File: src/rtl/fmlbrg_lineseq_pkg.sv
// FML bridge line sequencer: shared types and constants.
// State encoding and line/beat geometry.
package fmlbrg_lineseq_pkg;

  typedef enum logic [2:0] {
    ST_IDLE    = 3'd0,
    ST_WB_REQ  = 3'd1,
    ST_WB_DATA = 3'd2,
    ST_RF_REQ  = 3'd3,
    ST_RF_DATA = 3'd4,
    ST_FIN     = 3'd5
  } state_t;

  localparam int LINE_WORDS = 4;
  localparam int BEAT_W = 2;
  localparam logic [3:0] SEL_ALL = 4'hf;
  localparam logic [BEAT_W-1:0] BEAT_LAST =
    BEAT_W'(LINE_WORDS - 1);

endpackage

File: src/rtl/fmlbrg_lineseq.sv
// FML bridge line sequencer: writes back and/or refills one
// 4-word cache line between the data memory and FML.
module fmlbrg_lineseq
  import fmlbrg_lineseq_pkg::*;
#(
  parameter int depth = 11,
  parameter int fml_depth = 26
) (
  input  logic                 sys_clk,
  input  logic                 sys_rst_n,
  input  logic                 cmd_valid,
  output logic                 cmd_ready,
  input  logic                 cmd_wb,
  input  logic                 cmd_rf,
  input  logic [depth-3:0]     cmd_line,
  input  logic [fml_depth-5:0] cmd_wb_adr,
  input  logic [fml_depth-5:0] cmd_rf_adr,
  output logic                 done,
  output logic                 mem_busy,
  output logic [depth-1:0]     mem_a,
  output logic [3:0]           mem_we,
  output logic [31:0]          mem_di,
  output logic [depth-1:0]     mem_a2,
  input  logic [31:0]          mem_do2,
  output logic [fml_depth-1:0] fml_adr,
  output logic                 fml_stb,
  output logic                 fml_we,
  input  logic                 fml_ack,
  output logic [3:0]           fml_sel,
  output logic [31:0]          fml_do,
  input  logic [31:0]          fml_di
);

  state_t r_state;
  state_t w_state_nxt;

  logic [BEAT_W-1:0]    r_beat;
  logic [BEAT_W-1:0]    w_beat_nxt;
  logic [BEAT_W-1:0]    w_beat_inc;
  logic                 w_accept;

  logic [depth-3:0]     r_line;
  logic [fml_depth-5:0] r_wb_adr;
  logic [fml_depth-5:0] r_rf_adr;
  logic                 r_rf;

  assign w_beat_inc = r_beat + 1'b1;

  // Refill data flows straight from FML into the memory and
  // writeback data straight from the memory onto FML.
  assign mem_a  = {r_line, r_beat};
  assign mem_di = fml_di;
  assign fml_do = mem_do2;

  // State and beat counter registers.
  always_ff @(posedge sys_clk or negedge sys_rst_n) begin
    if (!sys_rst_n) begin
      r_state <= ST_IDLE;
      r_beat  <= '0;
    end else begin
      r_state <= w_state_nxt;
      r_beat  <= w_beat_nxt;
    end
  end

  // Command registers, loaded only when a command is accepted.
  always_ff @(posedge sys_clk or negedge sys_rst_n) begin
    if (!sys_rst_n) begin
      r_line   <= '0;
      r_wb_adr <= '0;
      r_rf_adr <= '0;
      r_rf     <= 1'b0;
    end else if (w_accept) begin
      r_line   <= cmd_line;
      r_wb_adr <= cmd_wb_adr;
      r_rf_adr <= cmd_rf_adr;
      r_rf     <= cmd_rf;
    end
  end

  // Next-state, beat counter and bus outputs.
  always_comb begin
    w_state_nxt = r_state;
    w_beat_nxt  = r_beat;
    w_accept    = 1'b0;
    cmd_ready   = 1'b0;
    done        = 1'b0;
    mem_busy    = 1'b0;
    mem_we      = '0;
    fml_stb     = 1'b0;
    fml_we      = 1'b0;
    fml_sel     = '0;
    fml_adr     = {r_rf_adr, 4'h0};
    mem_a2      = {r_line, 2'd0};
    unique case (r_state)
      ST_IDLE: begin
        cmd_ready = 1'b1;
        if (cmd_valid) begin
          w_accept   = 1'b1;
          w_beat_nxt = '0;
          if (cmd_wb)
            w_state_nxt = ST_WB_REQ;
          else if (cmd_rf)
            w_state_nxt = ST_RF_REQ;
          else
            w_state_nxt = ST_FIN;
        end
      end
      ST_WB_REQ: begin
        fml_stb = 1'b1;
        fml_we  = 1'b1;
        fml_adr = {r_wb_adr, 4'h0};
        if (fml_ack) begin
          w_state_nxt = ST_WB_DATA;
          w_beat_nxt  = '0;
        end
      end
      ST_WB_DATA: begin
        // Address runs one word ahead of the beat to cover
        // the registered-address read latency.
        fml_sel    = SEL_ALL;
        fml_adr    = {r_wb_adr, 4'h0};
        mem_a2     = {r_line, w_beat_inc};
        w_beat_nxt = w_beat_inc;
        if (r_beat == BEAT_LAST)
          w_state_nxt = r_rf ? ST_RF_REQ : ST_FIN;
      end
      ST_RF_REQ: begin
        mem_busy = 1'b1;
        fml_stb  = 1'b1;
        if (fml_ack) begin
          w_state_nxt = ST_RF_DATA;
          w_beat_nxt  = '0;
        end
      end
      ST_RF_DATA: begin
        mem_busy   = 1'b1;
        mem_we     = SEL_ALL;
        w_beat_nxt = w_beat_inc;
        if (r_beat == BEAT_LAST)
          w_state_nxt = ST_FIN;
      end
      ST_FIN: begin
        done        = 1'b1;
        w_state_nxt = ST_IDLE;
      end
      default: begin
        w_state_nxt = ST_IDLE;
      end
    endcase
  end

endmodule
File: config.mk
export PLATFORM = sky130hd
export DESIGN_NAME = fmlbrg_lineseq
export DESIGN_NICKNAME = d
export VERILOG_FILES = /design/src/rtl/fmlbrg_lineseq_pkg.sv /design/src/rtl/fmlbrg_lineseq.sv
export SDC_FILE = /design/constraint.sdc
export NUM_CORES = 1
export LEC_CHECK = 0
export CORE_MARGIN = 2
export CORE_UTILIZATION = 36
export CTS_CLUSTER_SIZE = 16
export DETAILED_ROUTE_END_ITERATION = 10
export PLACE_DENSITY_LB_ADDON = 0.15
export SLEW_MARGIN = 20
export SYNTH_ARGS = -nofsm -noshare
export SYNTH_HDL_FRONTEND = slang
export SYNTH_SLANG_ARGS = --single-unit
File: constraint.sdc
create_clock -name sys_clk -period 1.84 [get_ports sys_clk]
set_input_delay 0.46 -clock sys_clk [delete_from_list [all_inputs] [get_ports sys_clk]]
set_output_delay 0.46 -clock sys_clk [all_outputs]
set_load 0.02 [all_outputs]
Word-level counts from Yosys, hierarchy flattened. Cells that the tools add are included. Widths: inputs -> output; s select.

Reductions and logical operators: 8. Eq/ne operators: 12. Multiplexer cells: 23. Add/subtract/negate cells: 1.

Operators by type and width (count): $mux 26 (1); $mux 3 (8); $pmux 3 s5 (1); $ne 2x2->1 const B (5); $mux 4 (2); $reduce_or 2->1 (4); $mux 1 (7); $eq 3x2->1 const B (2); $eq 3x3->1 const B (2); $mux 2 (3); $pmux 2 s3 (1); $reduce_and 5->1 (1); $eq 3x1->1 const B (1); $logic_not 3->1 (1); $reduce_and 3->1 (1); $reduce_bool 3->1 (1); $add 2x1->2 const B (1); $eq 2x2->1 const B (1); $ne 2x1->1 const B (1).

Output and inout bits: 125. Register bits after elaboration: 59. Bits of input ports: 123. Word-level logic and storage cells: 50.

Depth between registers and ports, before layout. Gate-level depths: netlist of the first run.

Word-level depth: 4. Depth in mapped cells: 6. Mapped depth without buffers: 4.

Worst setup path after synthesis of the first run. OpenSTA, ideal clock, no wires.

Path kind: register to output. From: reg r_state[1]. To: out fml_sel[1]. Arrival time: 1.648 ns. Slack: -0.268 ns. Required time: 1.380 ns. Stages on the path, launching flop included: 4. Path buffers: 2. Path through: dfrtp_1 -> buf_2 -> nor3b_1 -> buf_4.

Cells in the longest elaborated chain, start to end: 2.

Ends and longest elaborated chain: from (decl) (RTL line fmlbrg_lineseq.sv:34) `state_t r_state;`; from (signal assigned) (RTL line fmlbrg_lineseq.sv:61) `r_state <= w_state_nxt;`; $eq 3x2->1 (RTL line fmlbrg_lineseq.sv:95) `unique case (r_state)`; $mux 4 (RTL line fmlbrg_lineseq.sv:95); to (decl) (RTL line fmlbrg_lineseq.sv:29) `output logic [3:0] fml_sel,`.

Every way passes these cells.

Worst setup path in the final report of the first run.
From: reg r_state[1]. To: out fml_adr[13].

Cells in the longest elaborated chain, start to end: 3. Elaborated cells on any way between the ends: 4. Classes of those cells: 2 x eq/ne; 1 x mux; 1 x reduce/logical.

Ends and longest elaborated chain: $eq 3x2->1 or $eq 3x1->1 (tied branches) (RTL line fmlbrg_lineseq.sv:95); $reduce_or 2->1 (no source line) (*); $mux 26 (*) (RTL line fmlbrg_lineseq.sv:95); to (decl) (RTL line fmlbrg_lineseq.sv:25) `output logic [fml_depth-1:0] fml_adr,`.

Every way passes the cells marked *; elsewhere a longest branch is shown, timed or not.

==> reports/qor.yml, run 1 <==
timing:
  holdWs_ns: 0.510
  finClkSkew_ns: 0.0105
  fmax_mhz: 454
  rsz0062_at_grt: "yes"
  fin_ws_ns: -0.362
  fin_crit_ns: 2.20
  final_max_slew_viol_count: 0
  tns_ns: -8.01
  finalHoldViolations: 0
  setup_viol: 33
  period_share_pct: 120
power:
  powerDensity_nw_per_um2: 2110
  pwr-share-seq_pct: 22.6
  ir_drop_v: 0.000740
  p_int_w: 0.00668
  p_switching_w: 0.00369
  p_leak_nw: 2.31
  p_sw_share_pct: 35.6
  p_comb_share_pct: 64.7
  clkPwrFrac_pct: 12.6
worst_setup_path:
  crit_arrival_ns: 1.74
  cp_slowest_cell: "dfrtp_1"
  path_class: "flip-flop to output port"
  crit_required_ns: 1.38
  path_max_fanout: 4
  end_kind: "output port"
  crit_top_cell: "buf_6"
  crit_path_start_kind: "flip-flop"
  cp_cell_sequence: "xnor2_2 > nor2_4 > buf_6 > clkbuf_16 > mux2_4 > buf_6"
  critical-path-max-stage-delay_ns: 0.41
floorplanning:
  core_sq_um: 9770
  pin_count: 248
  start_util_pct: 36.9
  die_h_microns: 104
  rows: 36
  dieArea_sq_um: 10800
  die_w_microns: 104
clocking:
  cts_buffers: 9
  cts.clk_slew.worst_paths_ns: 0.07
  cts_sinks: 59
  clock_latency_ns: 0.34
  root_buffer: "clkbuf_8"
  clockBufferDepth: 2
  htree_num_levels: 3
  cts_tree: "done"
run_status:
  violations: "negative setup slack"
  status: "finished with violations"
final_layout:
  n_antenna_cell: 0
  mostFrequentLayoutCells: "68 x clkdlybuf4s50_1, 64 x mux2_4, 59 x dfrtp_1"
  nets: 470
  areaGrowthSynthToFinish_pct: 35.9
  final_cells: 483
  mostFrequentLayoutCell: "clkdlybuf4s50_1"
  drive_gt1_share_pct: 51.4
  fin_util_pct: 50.2
drt:
  first_pass_iters: 4
  vias: 2178
  avgViaCountPerCell: 4.51
  wirelength_microns: 7990
  wl_per_cell_microns: 16.5
  ant_nets: 0
  drc: 0
  drtIter0Drc: 38
synth:
  synth_compound_area_share_pct: 2.56
  post_synth_and_or_nand_nor_area_fraction_pct: 3.85
  ys_warn_count: 0
  ys_types: 37
  netlist_instances: 275
  synthMuxAreaShare_pct: 29.5
  syn_avg_cell_area_sq_um: 13.1
  synth_xor_xnor_area_share_pct: 0.485
  yosysSeqAreaShare_pct: 40.9
  syn_area_sq_um: 3610
  ys_ff_latch: 59
  synth_fa_ha_area_share_pct: 0.347
  synth_top_family_by_area: "multiplexers"
placement:
  post-place-cells: 449
  port-buffer-count: 115
  place_congestion: 0.713
  dp_hpwl_microns: 5300
global_routing:
  grt-ovfl-total: 0
  grt_pass1_wl_microns: 12500
  grt_max_degree: 34
  grt_use_total_pct: 14.8
  first_global_vias: 2335
  antenna_found_initial: 0
flow_run:
  maxCapViolCount: 0
worst_hold_path:
  hold_class: "flip-flop to flip-flop"
-- synthesized netlist by cell type --
cell type	n	share of area (%)
dfrtp_1	59	41
nor3_2	1	0.28
o22ai_1	3	0.52
mux2i_1	1	0.28
buf_12	6	3.3
a221o_1	1	0.28
mux2_2	27	8.4
clkbuf_1	1	0.10
a2bb2oi_1	1	0.24
nand2b_1	5	0.87
nand3b_1	1	0.21
or2_2	1	0.17
a211oi_1	1	0.21
nor2b_1	1	0.17
o21bai_1	1	0.21
and3b_1	1	0.24
nor3_1	2	0.28
nand2_1	3	0.31
o32ai_1	1	0.24
and2_4	1	0.24
xnor2_1	2	0.49
nor2_2	1	0.17
a221oi_1	1	0.24
a21oi_1	1	0.14
ha_1	1	0.35
buf_2	3	0.42
o211a_1	1	0.28
a22oi_1	1	0.21
nand4bb_1	1	0.31
nor2_1	2	0.21
conb_1	1	0.10
buf_4	85	18
inv_1	4	0.42
mux2_4	50	21
buf_6	1	0.31
nor3b_1	1	0.21
nor4_1	1	0.17
-- sequential cells by signal, indices dropped and copies added (netlist names) --
| signal | flops |
|---|---|
| r_rf_adr | 22 |
| r_wb_adr | 22 |
| r_line | 9 |
| r_state | 3 |
| r_beat | 2 |
| r_rf | 1 |
-- per-layer routing --
layer | global-route usage [%] | share of wire, % | routed length (microns) | up-vias
met2 | 23.6 | 47 | 3750 | 104
met1 | 17.9 | 44 | 3480 | 1052
met5 | 0 | 0 | 0 | -
met3 | 5.01 | 6.6 | 526 | 29
met4 | 7.43 | 2.9 | 233 | 0
li1 | - | - | - | 993
-- area by class of cell --
| cell class | count | area (sq um) |
|---|---|---|
| clock buffers | 10 | 138 |
| clock inverters | 5 | 77.6 |
| fillers | 927 | 4870 |
| inverters | 4 | 15.0 |
| multi-input cells | 119 | 1450 |
| flip-flops and latches | 59 | 1480 |
| well taps | 133 | 166 |
| repair buffers | 153 | 1580 |
-- kinds of logic (layout without fill, tap and decap cells) --
logic type / Yosys count / in the layout
fa+ha+maj: 1 / 1
other cells: 1 / 4
xor+xnor: 2 / 2
simple gates: 22 / 22
flops: 59 / 59
buf+inv: 100 / 172
compound gates: 12 / 12
mux: 78 / 78
-- power by group through the flow --
| stage | Clock, W | Combinational [W] | Sequential, W |
|---|---|---|---|
| after floorplan | 0 | 0.00400 | 0.00240 |
| after global placement | 0 | 0.00586 | 0.00234 |
| after detailed placement | 0 | 0.00587 | 0.00234 |
| after CTS | 0.00134 | 0.00615 | 0.00233 |
| after global routing | 0.00142 | 0.00708 | 0.00245 |
| final | 0.00131 | 0.00672 | 0.00235 |
-- worst paths after layout --
path / from / endpoint / slack [ns] / cells after the start
worst max-delay path: r_state[1] / fml_adr[13] / -0.36 / 6
worst min-delay path: r_wb_adr[1] / r_wb_adr[1] / 0.51 / 1
worst max register to register: r_state[0] / r_rf_adr[10] / 0.07 / 6
worst min register to register: r_wb_adr[1] / r_wb_adr[1] / 0.51 / 1
max in group asynchronous: sys_rst_n / r_wb_adr[16] / 0.61 / 3
min in group asynchronous: sys_rst_n / r_line[3] / 0.52 / 2
-- what timing repair did --
action	CTS	global route
pin swaps	5	6
setup endpoints to repair	74	56
setup buffers	14	3
endpoints found under the hold margin	9	0
gates cloned	4	1
resized for setup	183	63
hold buffers	1	0
-- per-stage QoR --
step | total power [W] | worst slack (ns) | area (sq um)
floorplan | 0.00641 | 0.0491 | 3630
global placement | 0.00819 | -0.372 | 4340
detailed placement | 0.00822 | -0.379 | 4340
CTS | 0.00983 | -0.435 | 4750
global route | 0.0109 | -0.422 | 4910
finish | 0.0104 | -0.362 | 4910
-- worst max-delay path, delay by kind of cell, from the launching register on --
| kind | cells | cell delay (ns) |
|---|---|---|
| xor+xnor | 1 | 0.16 |
| buf+inv | 3 | 0.41 |
| flops | 1 | 0.41 |
| mux | 1 | 0.31 |
| simple gates | 1 | 0.12 |
Note: power is estimated with default switching activity, not from simulation.
==> inputs of run 2 (changes only) <==
--- a/config.mk
+++ b/config.mk
@@ -5,12 +5,12 @@
 export SDC_FILE = /design/constraint.sdc
 export NUM_CORES = 1
 export LEC_CHECK = 0
+export ABC_CLOCK_PERIOD_IN_PS = 1840
 export CORE_MARGIN = 2
 export CORE_UTILIZATION = 36
 export CTS_CLUSTER_SIZE = 16
 export DETAILED_ROUTE_END_ITERATION = 10
 export PLACE_DENSITY_LB_ADDON = 0.15
-export SLEW_MARGIN = 20
 export SYNTH_ARGS = -nofsm -noshare
 export SYNTH_HDL_FRONTEND = slang
 export SYNTH_SLANG_ARGS = --single-unit
==> results of run 2 <==
Final layout, timing and power as in run 1 (identical DEF).
